`config.mk`:
```
export PLATFORM = sky130hd
export DESIGN_NAME = hazard_ctrl
export DESIGN_NICKNAME = d
export VERILOG_FILES = /design/src/rtl/hazard_ctrl.sv
export SDC_FILE = /design/constraint.sdc
export NUM_CORES = 1
export LEC_CHECK = 0
export ABC_CLOCK_PERIOD_IN_PS = 3600
export CORE_MARGIN = 2
export CORE_UTILIZATION = 37
export CTS_CLUSTER_SIZE = 28
export DETAILED_ROUTE_END_ITERATION = 8
export GPL_TIMING_DRIVEN = 0
export PLACE_DENSITY = 0.9
export SYNTH_ARGS = -nofsm -noshare
export SYNTH_HDL_FRONTEND = slang
export SYNTH_SLANG_ARGS = --single-unit
```
`constraint.sdc`:
```
create_clock -name clk -period 3.6 [get_ports clk]
set_input_delay 0.72 -clock clk [delete_from_list [all_inputs] [get_ports clk]]
set_output_delay 0.72 -clock clk [all_outputs]
set_load 0.005 [all_outputs]
```
`src/rtl/hazard_ctrl.sv`:
```
// Hazard controller for the bluex core: ID/EX forwarding selects plus stage
// clock enables / bubbles for load-use stalls, branch flushes and MDU occupancy.
module hazard_ctrl #(
  parameter int MDU_LAT = 4,
  parameter int GPR_W   = 5
) (
  input  logic             clk,
  input  logic             rst,
  input  logic [GPR_W-1:0] id_rs_addr,
  input  logic [GPR_W-1:0] id_rt_addr,
  input  logic             id_rs_used,
  input  logic             id_rt_used,
  input  logic             id_is_mdu,
  input  logic [GPR_W-1:0] ex_write_reg_addr,
  input  logic             ex_reg_write,
  input  logic             ex_mem_to_reg,
  input  logic [GPR_W-1:0] mem_write_reg_addr,
  input  logic             mem_reg_write,
  input  logic             ex_branch_taken,
  output logic [1:0]       rs_forward,
  output logic [1:0]       rt_forward,
  output logic             pc_cen,
  output logic             ifid_cen,
  output logic             idex_cen,
  output logic             idex_bubble,
  output logic             ifid_flush,
  output logic             exmem_bubble,
  output logic             mdu_busy
);

  localparam logic [1:0] RSF_RSF = 2'b00;
  localparam logic [1:0] RSF_WBD = 2'b01;
  localparam logic [1:0] RSF_ALU = 2'b10;
  localparam logic [1:0] RTF_RTF = 2'b00;
  localparam logic [1:0] RTF_WBD = 2'b01;
  localparam logic [1:0] RTF_ALU = 2'b10;

  localparam int             CNT_W    = $clog2(MDU_LAT);
  localparam logic [CNT_W-1:0] CNT_LOAD = CNT_W'(MDU_LAT - 2);

  typedef enum logic {
    RUN = 1'b0,
    MDU = 1'b1
  } state_t;

  state_t           state, state_nxt;
  logic [CNT_W-1:0] cnt, cnt_nxt;
  logic             lu;

  // EX match wins over MEM match; $0 is hard-wired and never forwards.
  function automatic logic [1:0] fwd_sel(
    input logic             used,
    input logic [GPR_W-1:0] addr,
    input logic [1:0]       code_alu,
    input logic [1:0]       code_wbd,
    input logic [1:0]       code_reg
  );
    logic [1:0] sel;
    sel = code_reg;
    if (used && (addr != '0)) begin
      if (ex_reg_write && !ex_mem_to_reg && (ex_write_reg_addr == addr))
        sel = code_alu;
      else if (mem_reg_write && (mem_write_reg_addr == addr))
        sel = code_wbd;
    end
    return sel;
  endfunction

  always_comb begin
    rs_forward = fwd_sel(id_rs_used, id_rs_addr, RSF_ALU, RSF_WBD, RSF_RSF);
    rt_forward = fwd_sel(id_rt_used, id_rt_addr, RTF_ALU, RTF_WBD, RTF_RTF);
  end

  assign lu = ex_reg_write && ex_mem_to_reg && (ex_write_reg_addr != '0) &&
              ((id_rs_used && (id_rs_addr == ex_write_reg_addr)) ||
               (id_rt_used && (id_rt_addr == ex_write_reg_addr)));

  // State register: reset aborts any MDU sequence immediately.
  always_ff @(posedge clk or negedge rst) begin
    if (!rst) begin
      state <= RUN;
      cnt   <= '0;
    end else begin
      state <= state_nxt;
      cnt   <= cnt_nxt;
    end
  end

  always_comb begin
    state_nxt    = state;
    cnt_nxt      = cnt;
    pc_cen       = 1'b1;
    ifid_cen     = 1'b1;
    idex_cen     = 1'b1;
    idex_bubble  = 1'b0;
    ifid_flush   = 1'b0;
    exmem_bubble = 1'b0;
    mdu_busy     = 1'b0;
    if (rst) begin
      unique case (state)
        RUN: begin
          if (ex_branch_taken) begin
            ifid_flush  = 1'b1;
            idex_bubble = 1'b1;
          end else if (lu) begin
            pc_cen      = 1'b0;
            ifid_cen    = 1'b0;
            idex_bubble = 1'b1;
          end else if (id_is_mdu) begin
            state_nxt = MDU;
            cnt_nxt   = CNT_LOAD;
          end
        end
        MDU: begin
          // EX holds the MDU op; branch and load-use inputs are meaningless here.
          pc_cen       = 1'b0;
          ifid_cen     = 1'b0;
          idex_cen     = 1'b0;
          exmem_bubble = 1'b1;
          mdu_busy     = 1'b1;
          if (cnt == '0)
            state_nxt = RUN;
          else
            cnt_nxt = cnt - CNT_W'(1);
        end
        default: state_nxt = RUN;
      endcase
    end
  end

endmodule

```
* Word level (Yosys, flattened, before mapping)
Index checks and enable logic that the tools add are counted.
** Storage, ports and cells
- Bits in registers :: 3
- Bits of input ports :: 29
- Output and inout bits :: 11
- Word-level logic and storage cells :: 64
** Cells by class
- Multiplexer cells :: 31
- Add/subtract/negate cells :: 1
- Reductions and logical operators :: 19
- Bitwise operators :: 1
- Equality and inequality tests :: 10
** Operators by type and width (number)
- $eq 5x5->1 :: 6
- $mux 1 :: 20
- $mux 2 :: 8
- $reduce_bool 5->1 :: 3
- $logic_and 1x1->1 :: 12
- $ne 2x2->1 const B :: 4
- $reduce_and 5->1 :: 1
- $pmux 1 s2 :: 2
- $pmux 2 s2 :: 1
- $logic_not 2->1 :: 1
- $sub 2x1->2 const B :: 1
- $logic_not 1->1 :: 1
- $logic_or 1x1->1 :: 1
- $not 1->1 :: 1

* Depth between registers and ports, before layout
- Depth in word-level cells :: 8
- Depth in mapped cells :: 7
- Depth with buffers taken out :: 7

* Least setup slack after synthesis
No wires, ideal clock.
- Path type :: in2out
- From :: input port ex_write_reg_addr[0]
- To :: output port pc_cen
- Buffers on the path :: 1
- Required time :: 2880 ps
- Cell stages on the path :: 5
- Arrival :: 1858 ps
- Slack :: 1022 ps
- Cells stage by stage :: or3_1 o311a_4 a31o_2 nand2_1 buf_4
** On the way
- Longest elaborated chain between the ends :: 8
- Elaborated cells between the ends (all ways) :: 12
- Those cells by class :: 2 x eq/ne; 4 x mux; 6 x reduce/logical
** Ends and longest elaborated chain
- from (decl) :: line 14 : input logic [GPR_W-1:0] ex_write_reg_addr,
- $eq 5x5->1, on equally long branches :: line 75, 76
- $logic_and 1x1->1, on equally long branches :: line 75, 76
- $logic_or 1x1->1 :: line 75 : ((id_rs_used && (id_rs_addr == ex_write_reg_addr)) ||
- $logic_and 1x1->1 (*) :: line 74 : assign lu = ex_reg_write && ex_mem_to_reg && (ex_write_reg_addr != '0) &&
- $mux 1 (*) (2 in series)
- $pmux 1 s2 (*)
- $mux 1 (*)
- to (decl) :: line 22 : output logic pc_cen,
Every way passes the cells marked *; elsewhere a longest branch is shown, timed or not.

* Final worst setup path
- From :: input port ex_write_reg_addr[1]
- To :: output port pc_cen
** On the way
- Longest elaborated chain between the ends :: 8
- Elaborated cells between the ends (all ways) :: 12
- Those cells by class :: 2 x eq/ne; 4 x mux; 6 x reduce/logical
** Ends and longest elaborated chain
- $eq 5x5->1, on equally long branches :: line 75, 76
- $logic_and 1x1->1, on equally long branches :: line 75, 76
- $logic_or 1x1->1 :: line 75
- $logic_and 1x1->1 (*) :: line 74
- $mux 1 (*) :: line 105 : end else if (lu) begin
- $mux 1 (*) :: line 102 : if (ex_branch_taken) begin
- $pmux 1 s2 (*) :: line 100 : unique case (state)
- $mux 1 (*) :: line 99 : if (rst) begin
Marked as above.

==> impl_results.html <==
<table>
<tr><th>Metric</th><th>Value</th></tr>
<tr><th colspan="2">Finish</th></tr>
<tr><td>Share of final-layout standard cells stronger than drive strength 1</td><td>0.0744</td></tr>
<tr><td>Commonest cells after routing, fill and taps aside</td><td>38 x sky130_fd_sc_hd__clkdlybuf4s50_1, 18 x sky130_fd_sc_hd__xor2_1, 6 x sky130_fd_sc_hd__nand2_1</td></tr>
<tr><td>Final instance area</td><td>1030 µm²</td></tr>
<tr><td>FF/Latch Area</td><td>75.1 µm²</td></tr>
<tr><td>Antenna Cells</td><td>0</td></tr>
<tr><td>Fin nets</td><td>152</td></tr>
<tr><td>Number of standard cells in the final layout excluding fillers</td><td>137</td></tr>
<tr><td>Multi-input combinational cell area</td><td>470 µm²</td></tr>
<tr><td>Layout area overhead</td><td>74.8%</td></tr>
<tr><td>Filler cell count in the final layout</td><td>118</td></tr>
<tr><td>Layout Utilization</td><td>0.689</td></tr>
<tr><td>Leading cell type in the layout, fill and taps excluded</td><td>sky130_fd_sc_hd__clkdlybuf4s50_1</td></tr>
<tr><th colspan="2">Logic synthesis</th></tr>
<tr><td>Synthesized instance count</td><td>78</td></tr>
<tr><td>Number of distinct library cells after synthesis</td><td>29</td></tr>
<tr><td>Mean post-synth cell area</td><td>7.52 µm²</td></tr>
<tr><td>Flops &amp; latches, synth</td><td>3</td></tr>
<tr><td>Post-synthesis sequential area ratio</td><td>0.128</td></tr>
<tr><td>Share of flip-flops with an asynchronous set or reset after synthesis</td><td>1.00</td></tr>
<tr><td>Share of Yosys cell area claimed by the top area cell type</td><td>0.269</td></tr>
<tr><td>Net count of the mapped netlist</td><td>108</td></tr>
<tr><td>Post-synth EDFFs</td><td>0</td></tr>
<tr><td>Cell types with the largest area share after synthesis</td><td>sky130_fd_sc_hd__xor2_1 27%, sky130_fd_sc_hd__dfrtp_1 13%, sky130_fd_sc_hd__nor3_1 4.3%</td></tr>
<tr><td>Cell taking the most area after synthesis</td><td>sky130_fd_sc_hd__xor2_1</td></tr>
<tr><td>Top flip-flop cell by instance count after synthesis</td><td>sky130_fd_sc_hd__dfrtp_1</td></tr>
<tr><td>Area of the mapped netlist</td><td>587 µm²</td></tr>
<tr><td>Synthesis Warnings</td><td>0</td></tr>
<tr><th colspan="2">Clocking</th></tr>
<tr><td>Clock latency on the worst-skew pair</td><td>240 ps</td></tr>
<tr><td>Root Buffer</td><td>sky130_fd_sc_hd__clkbuf_4</td></tr>
<tr><td>Clock sink count</td><td>3</td></tr>
<tr><td>Clock tree from TritonCTS</td><td>done</td></tr>
<tr><td>Maximum buffer depth of the clock tree</td><td>2</td></tr>
<tr><td>Clock slew seen by the registers of the worst setup and hold paths</td><td>30 ps</td></tr>
<tr><td>Number of buffers inserted to repair setup after CTS</td><td>0</td></tr>
<tr><td>Maximum level of the CTS H-tree</td><td>1</td></tr>
<tr><td>Inserted Clock Buffers</td><td>3</td></tr>
<tr><th colspan="2">Placed design</th></tr>
<tr><td>Area of placed instances</td><td>997 µm²</td></tr>
<tr><td>Post-Place Cells</td><td>133</td></tr>
<tr><td>Buffers on Ports</td><td>39</td></tr>
<tr><td>Routability Congestion</td><td>0.869</td></tr>
<tr><td>Post-place setup slack</td><td>25.4 ps</td></tr>
<tr><td>Post-detailed-placement half-perimeter wirelength</td><td>1.49 mm</td></tr>
<tr><th colspan="2">GRT</th></tr>
<tr><td>Maximum number of pins on one net before global-route repair</td><td>9</td></tr>
<tr><td>Number of global-route vias before repair</td><td>708</td></tr>
<tr><td>First-pass GRT wire length</td><td>2.92 mm</td></tr>
<tr><td>Total track usage</td><td>0.208</td></tr>
<tr><td>Number of antenna violations at the first check in global routing</td><td>0</td></tr>
<tr><td>Total grt overflow</td><td>0</td></tr>
<tr><th colspan="2">Die</th></tr>
<tr><td>Die H</td><td>43.8 µm</td></tr>
<tr><td>Horiz. Die Dim</td><td>43.8 µm</td></tr>
<tr><td>Cell row count</td><td>14</td></tr>
<tr><td>Area enclosed by the die boundary</td><td>1920 µm²</td></tr>
<tr><td>Area of the core</td><td>1490 µm²</td></tr>
<tr><td>IO Pins</td><td>40</td></tr>
<tr><td>Initial Util</td><td>0.394</td></tr>
<tr><th colspan="2">STA</th></tr>
<tr><td>Maximum clock frequency</td><td>284 MHz</td></tr>
<tr><td>Final number of hold-violating endpoints</td><td>0</td></tr>
<tr><td>Final Critical Period</td><td>3520 ps</td></tr>
<tr><td>Worst slew margin</td><td>0.798</td></tr>
<tr><td>RSZ-0062 raised after global routing</td><td>no</td></tr>
<tr><td>Post-route fraction of the period consumed by the critical path</td><td>0.978</td></tr>
<tr><td>Transition time at the pin with the least slew margin</td><td>301 ps</td></tr>
<tr><td>Smallest hold slack</td><td>546 ps</td></tr>
<tr><td>Final worst clock skew</td><td>4.92 ps</td></tr>
<tr><td>Total Negative Setup Slacks</td><td>0 ps</td></tr>
<tr><td>Total of endpoints with negative setup slack in the final report</td><td>0</td></tr>
<tr><td>Final worst-path setup slack</td><td>77.9 ps</td></tr>
<tr><td>Fin. max-slew vios</td><td>0</td></tr>
<tr><th colspan="2">Flow run</th></tr>
<tr><td>Count of max-cap constraint violations</td><td>0</td></tr>
<tr><th colspan="2">Routing</th></tr>
<tr><td>DRT Pass-1 Iters</td><td>4</td></tr>
<tr><td>DRC Markers</td><td>0</td></tr>
<tr><td>Final wirelength</td><td>1.84 mm</td></tr>
<tr><td>First-iteration detailed-routing DRC count</td><td>10</td></tr>
<tr><td>Vias post-DR</td><td>724</td></tr>
<tr><td>DR WL/cell</td><td>13.4 µm</td></tr>
<tr><td>Detail Route Antenna Nets</td><td>0</td></tr>
<tr><td>DR vias/cell</td><td>5.28</td></tr>
<tr><th colspan="2">Setup path</th></tr>
<tr><td>Crit end category</td><td>primary output</td></tr>
<tr><td>CP Launch Type</td><td>primary input</td></tr>
<tr><td>Type of the worst setup path</td><td>primary input to primary output</td></tr>
<tr><td>Crit path DAT</td><td>2800 ps</td></tr>
<tr><td>Required time of the critical path</td><td>2880 ps</td></tr>
<tr><td>Maximum net fanout on the critical path</td><td>3</td></tr>
<tr><th colspan="2">Power</th></tr>
<tr><td>Power per cell area</td><td>337 nW/µm²</td></tr>
<tr><td>Leakage dissipation</td><td>0.414 nW</td></tr>
<tr><td>Post-layout power</td><td>346 µW</td></tr>
<tr><td>Worst-case vdd ir drop</td><td>0.000424 V</td></tr>
<tr><th colspan="2">Outcome</th></tr>
<tr><td>Run status</td><td>complete, no violations</td></tr>
<tr><th colspan="2">Min path</th></tr>
<tr><td>Class of the worst hold path</td><td>register to register</td></tr>
</table>
[sequential cells by signal, summed over array words and instances (netlist names)]
signal / cells
cnt: 2
state: 1
[critical path, stage by stage]
cell and delay [ps]:
sky130_fd_sc_hd__clkdlybuf4s50_1 460, sky130_fd_sc_hd__or3_1 380, sky130_fd_sc_hd__o311a_4 340, sky130_fd_sc_hd__a31o_2 250
sky130_fd_sc_hd__nand2_1 80, sky130_fd_sc_hd__buf_4 100, sky130_fd_sc_hd__clkdlybuf4s50_1 480
[routing by layer]
metal,part of all wire,wire (µm),vias to the layer above,GRT usage
li1,-,-,357,-
met4,0.014,25,0,0.115
met2,0.47,871,39,0.368
met1,0.41,750,326,0.231
met5,0,0,-,0
met3,0.10,191,2,0.0375
[layout make-up]
cell class              instances  share of cell area
clock buffers                   4              0.0256
flip-flops and latches          3              0.0732
repair buffers                 39               0.383
well taps                      16              0.0195
inverters                       5              0.0183
plain buffers                   4              0.0220
multi-input cells              66               0.459
[kinds of logic after synthesis]
group	after synthesis	share of synthesized area
adder cells (fa/ha/maj)	1	0.0213
flip-flops	3	0.128
AND/OR/NAND/NOR	31	0.277
buffers and inverters	9	0.0704
AO/OA/AOI/OAI	14	0.205
XOR/XNOR	20	0.299
[worst paths after layout]
check,start,to,slack (ps),cells past startpoint
max,ex_write_reg_addr[1],pc_cen,80,7
min,cnt[1],cnt[1],550,1
max reg2reg,cnt[0],cnt[0],2310,7
min reg2reg,cnt[1],cnt[1],550,1
max in group asynchronous,rst,cnt[0],2770,1
min in group asynchronous,rst,state,670,1
[repair_timing]
action | 4_1_cts | 5_1_grt
endpoints found under the hold margin | 0 | 0
resized for setup | 0 | 1
hold buffers | 0 | 0
setup endpoints to repair | 0 | 1
[power breakdown]
group	internal [mW]	total (mW)	switching, mW
Sequential	0.0513	0.0591	0.00777
Combinational	0.125	0.224	0.0996
Clock	0.0417	0.0620	0.0203
[cells in the mapped netlist (2+ instances only)]
library cell                n
sky130_fd_sc_hd__nor3_1     5
sky130_fd_sc_hd__xnor2_1    2
sky130_fd_sc_hd__clkbuf_1   2
sky130_fd_sc_hd__inv_1      5
sky130_fd_sc_hd__nor2b_1    2
sky130_fd_sc_hd__or4_1      2
sky130_fd_sc_hd__o21ai_0    4
sky130_fd_sc_hd__nand3_1    4
sky130_fd_sc_hd__nor2_1     5
sky130_fd_sc_hd__a21oi_1    2
sky130_fd_sc_hd__nand2_1    6
sky130_fd_sc_hd__xor2_1    18
sky130_fd_sc_hd__buf_4      2
sky130_fd_sc_hd__nor4_1     2
sky130_fd_sc_hd__dfrtp_1    3
No activity file was read; power rests on OpenSTA's default activity.
